==> src/rtl/four_adder_sub.sv <==
// Registered ripple-carry adder/subtractor; Cin selects subtract and feeds carry-in. Latency 1 cycle.
// No backpressure: one result per in_valid cycle, outputs hold while in_valid is low.
module four_adder_sub #(
  parameter int WIDTH = 4
) (
  input  logic             clk,
  input  logic             rst,
  input  logic [WIDTH-1:0] A,
  input  logic [WIDTH-1:0] tmp,
  input  logic             Cin,
  input  logic             in_valid,
  output logic [WIDTH-1:0] So,
  output logic             Cout,
  output logic             overflow,
  output logic             out_valid
);

  logic [WIDTH:0]   c;
  logic [WIDTH-1:0] b;
  logic [WIDTH-1:0] s;

  logic [WIDTH-1:0] so_q, so_d;
  logic             cout_q, cout_d;
  logic             ovf_q, ovf_d;
  logic             vld_q, vld_d;

  assign c[0] = Cin;

  // Inverting tmp and injecting Cin as carry gives A - tmp in two's complement.
  for (genvar i = 0; i < WIDTH; i++) begin : g_fa
    assign b[i]   = tmp[i] ^ Cin;
    assign s[i]   = A[i] ^ b[i] ^ c[i];
    assign c[i+1] = (A[i] & b[i]) | (A[i] & c[i]) | (b[i] & c[i]);
  end

  always_comb begin
    so_d   = so_q;
    cout_d = cout_q;
    ovf_d  = ovf_q;
    vld_d  = 1'b0;
    if (in_valid) begin
      so_d   = s;
      cout_d = c[WIDTH];
      ovf_d  = c[WIDTH] ^ c[WIDTH-1];
      vld_d  = 1'b1;
    end
  end

  always_ff @(posedge clk) begin
    if (rst) begin
      so_q   <= '0;
      cout_q <= 1'b0;
      ovf_q  <= 1'b0;
      vld_q  <= 1'b0;
    end else begin
      so_q   <= so_d;
      cout_q <= cout_d;
      ovf_q  <= ovf_d;
      vld_q  <= vld_d;
    end
  end

  assign So        = so_q;
  assign Cout      = cout_q;
  assign overflow  = ovf_q;
  assign out_valid = vld_q;

endmodule

==> config.mk <==
export PLATFORM = sky130hd
export DESIGN_NAME = four_adder_sub
export DESIGN_NICKNAME = d
export VERILOG_FILES = /design/src/rtl/four_adder_sub.sv
export SDC_FILE = /design/constraint.sdc
export NUM_CORES = 1
export LEC_CHECK = 0
export CORE_ASPECT_RATIO = 0.9
export CORE_UTILIZATION = 25
export CTS_CLUSTER_SIZE = 30
export DETAILED_ROUTE_END_ITERATION = 6
export GPL_TIMING_DRIVEN = 0
export SLEW_MARGIN = 20
export SYNTH_ARGS = -nofsm -noshare
export SYNTH_HDL_FRONTEND = slang
export SYNTH_SLANG_ARGS = --single-unit
==> constraint.sdc <==
create_clock -name clk -period 5.3 [get_ports clk]
set_input_delay 0.53 -clock clk [delete_from_list [all_inputs] [get_ports clk]]
set_output_delay 0.53 -clock clk [all_outputs]
set_load 0.02 [all_outputs]
# Word level (Yosys, flattened, before mapping)
# Index checks and enable logic that the tools add are counted.
# op_classes
muxes,1
n_bitwise,33
# op_table
cell,count
bitwise XOR 1 bit,13
bitwise AND 1 bit,12
bitwise OR 1 bit,8
2-to-1 mux 1 bit,1
# totals
ff_bits,7
input_bits,12
elab_cells,38

# Depth between registers and ports, before layout
# depth
word_depth,14
mapped_depth,8
ltp_nobuf,8

# Worst setup path before layout
# OpenSTA, ideal clock, no wires.
# synth_path
path_type,in2reg
startpoint,input tmp[0]
endpoint,register ovf_q (netlist: overflow)
setup_time_ns,0.114
arrival_ns,2.158
t_required_ns,5.186
setup_slack_ns,3.028
path_stages,8
n_path_buf,0
path_cell_list,mux2_2 fa_1 inv_1 fa_1 inv_1 fa_1 xnor2_1 a21o_1
# synth_via
elab_chain_cells,14
# synth_lines
element,line_no,source
start: declaration,9,"input logic [WIDTH-1:0] tmp,"
bitwise XOR 1 bit (*),31,assign b[i] = tmp[i] ^ Cin;
bitwise AND 1 bit,33,assign c[i+1] = (A[i] & b[i]) | (A[i] & c[i]) | (b[i] & c[i]);
bitwise OR 1 bit,33,
bitwise OR 1 bit (*),33,
bitwise AND 1 bit,33,
bitwise OR 1 bit,33,
bitwise OR 1 bit (*),33,
bitwise AND 1 bit,33,
bitwise OR 1 bit,33,
bitwise OR 1 bit (*),33,
bitwise AND 1 bit,33,
bitwise OR 1 bit,33,
bitwise OR 1 bit (*),33,
net c[4],18,logic [WIDTH:0] c;
bitwise XOR 1 bit (*),44,ovf_d = c[WIDTH] ^ c[WIDTH-1];
end signal: assignment,58,ovf_q <= ovf_d;
end: declaration,24,"logic ovf_q, ovf_d;"
# Mark *: on every way through the listed nets, which the timed path passes. The rest lies on a longest branch.
# A chain may end at the register's enable or synchronous reset.

# Worst setup path after layout
# Ends and elaborated chain as after synthesis.

==> flow_metrics.py <==
metrics = {
    "clocking": {
        "cts_max_level": 1,
        "clk_latency_ns": 0.25,
        "cts_hold_buf": 0,
        "cts_tree": "yes",
        "post_cts_buffers": 0,
        "clkTransAtPathRegs_ns": 0.06,
        "cts_sinks": 7,
        "ctsResizeCount": 0,
        "cts_root_buf": "clkbuf_4",
        "clockBufferDepth": 2,
        "cts_buffers": 3,
    },
    "detailed_routing": {
        "drt-initial-drc-count": 0,
        "firstDrtPassIters": 1,
        "wl_um": 688,
        "vias": 292,
        "wl_per_cell_um": 10.1,
        "ant_nets": 0,
        "drcViolationCount": 0,
        "avgViaCountPerCell": 4.29,
    },
    "synth": {
        "ys_seq_area_frac": 0.373,
        "synth_area_leaders": "dfxtp_1 (37%), fa_1 (16%), mux2i_1 (8.0%)",
        "synth_xor_area_frac": 0.117,
        "synth_mux_area_frac": 0.110,
        "avgSynthCellArea_um2": 11.4,
        "postSynthCellCount": 33,
        "synth-seq-cells": 7,
        "synth_top_area_frac": 0.373,
        "synth_top_family_by_area": "adder cells",
        "syn_nets": 48,
        "yosys_warnings": 0,
        "yosys.area_share.adder": 0.160,
        "synth-compound-area-share": 0.0733,
        "synth_largest_area_cell": "dfxtp_1",
        "synth_area_um2": 375,
        "ys_types": 14,
        "synth-simple-area-share": 0.107,
    },
    "setup_path": {
        "worst_r2r_endpoint": "overflow",
        "reg2reg_depth": 2,
        "cp_data_required_time_ns": 5.45,
        "rr_startpoint": "overflow",
        "critPathLaunch": "tmp[0]",
        "worstPathMaxFanout": 2,
        "endpoint_kind": "flip-flop",
        "critPathLaunchType": "input pin",
        "crit_end": "overflow",
        "critPathArrivalTime_ns": 2.79,
        "worstSetupPathType": "in2reg",
        "rrSetupSlack_ns": 4.60,
    },
    "timing": {
        "slew_viol_final": 0,
        "worstMarginPinSlew_ns": 0.338,
        "slew_headroom": 0.774,
        "fmax_ghz": 0.379,
        "rsz0062_at_grt": "no",
        "tns_ns": 0,
        "finalHoldViolCount": 0,
        "finalSetupViolations": 0,
        "finalCritPeriodShare": 0.497,
        "skew_ns": 0,
        "period_minus_slack_ns": 2.64,
    },
    "finish": {
        "num_antenna_cells": 0,
        "regArea_um2": 140,
        "finalInstanceArea_um2": 591,
        "final_layout_size_suffix_gt1_frac": 0.148,
        "area.growth.synth_to_final_pct": 57.3,
        "multi_input_area_um2": 213,
        "nFillCells": 134,
        "fin_nets": 70,
    },
    "floorplan": {
        "die_area_mm2": 0.00166,
        "rows": 12,
        "core_area_mm2": 0.00131,
        "io_pins": 19,
        "die_h_um": 38.8,
        "die_w_um": 42.8,
        "initial_core_util": 0.287,
    },
    "status": {
        "status": "completed",
    },
    "placed_design": {
        "dpl.hpwl_um": 583,
        "gp_congestion": 0.567,
        "placed_area_um2": 563,
        "portBuffers": 17,
    },
    "min_path": {
        "min-delay-path-class": "reg2reg",
        "holdPathStages": 2,
    },
    "power_and_ir_drop": {
        "peakVddDrop_mv": 0.182,
        "leakage_uw": 0.000251,
        "p_per_area_mw_per_mm2": 272,
    },
    "global_route": {
        "antenna_found_initial": 0,
        "grt.total_usage": 0.0952,
        "grt_pass1_vias": 258,
        "grt_max_degree": 10,
        "grt_pass1_wl_um": 1060,
        "gr-total-overflow": 0,
    },
    "job": {
        "drv_cap": 0,
    },
}
[metal layers]
| layer | up-vias | wire length, um | global-route usage |
|---|---|---|---|
| li1 | 149 | - | - |
| met1 | 134 | 280 | 0.110 |
| met2 | 9 | 359 | 0.140 |
| met3 | 0 | 49 | 0.0701 |
| met4 | 0 | 0 | 0.0234 |
| met5 | - | 0 | 0 |
[worst max-delay path: stages]
cell	delay (ns)
clkdlybuf4s50_1	0.50
mux2_2	0.35
fa_1	0.36
inv_1	0.07
fa_1	0.20
inv_1	0.06
fa_1	0.41
xnor2_1	0.15
a21o_1	0.15
[cell usage after synthesis, drive strengths merged]
master	number
buf	1
mux2	1
xnor2	3
a21o	1
a211oi	2
inv	3
nor3b	1
fa	3
nor2	5
mux2i	3
dfxtp	7
nor2b	1
xor2	2
[cell type report]
class | instances | share of cell area
multi-input cells | 22 | 0.360
repair buffers | 17 | 0.288
flip-flops and latches | 7 | 0.237
clock buffers | 3 | 0.0381
well taps | 14 | 0.0297
plain buffers | 1 | 0.0191
inverters | 3 | 0.0191
clock inverters | 1 | 0.00847
[cells by family (layout without fill, tap and decap cells)]
family / Yosys count / in the layout
flip-flops: 7 / 7
AO/OA/AOI/OAI: 3 / 3
AND/OR/NAND/NOR: 7 / 7
buffers and inverters: 4 / 25
adder cells (fa/ha/maj): 3 / 3
multiplexers: 4 / 4
XOR/XNOR: 5 / 5
[layout by cell type (no fill, tap or decap)]
cell	instances
a211oi_1	1
a211oi_2	1
a21o_1	1
buf_6	1
clkbuf_4	3
clkdlybuf4s50_1	17
clkinv_2	1
dfxtp_1	7
fa_1	3
inv_1	3
mux2_2	1
mux2i_1	3
nor2_1	5
nor2b_4	1
nor3b_1	1
xnor2_1	3
xor2_1	2
[state kept, by name (all words and copies together), names as in the netlist]
name / cells
So: 4
Cout: 1
out_valid: 1
overflow: 1
[how the worst min path moves through the flow]
stage | startpoint | end | slack (ns)
after detailed placement | So[1] | So[1] | 0.48
after global routing | in_valid | So[0] | 0.52
after floorplan | So[2] | So[2] | 0.55
after CTS | So[2] | So[2] | 0.50
final | Cout | Cout | 0.50
after global placement | So[2] | So[2] | 0.47
[report_power, final]
group	switching [uW]	internal (uW)	leakage (uW)	total (uW)
clock	20.8	27.6	0.0000177	48.5
combinational	22.9	28.5	0.000175	51.4
sequential	2.43	58.3	0.0000580	60.7
total	46.2	114	0.000251	161
[metrics by stage]
stage          power [uW]  instances  worst slack [ns]  utilization  hold slack [ns]
4_1_cts               164         68              2.65        0.452            0.499
2_1_floorplan        89.6         33              3.03            -            0.547
5_1_grt               170         68              2.58        0.452            0.515
6_report              161         68              2.66        0.452            0.495
3_3_place_gp          113         64              2.40        0.431            0.465
3_5_place_dp          114         64              2.37        0.431            0.482
Power figures use the tool's default switching activity.
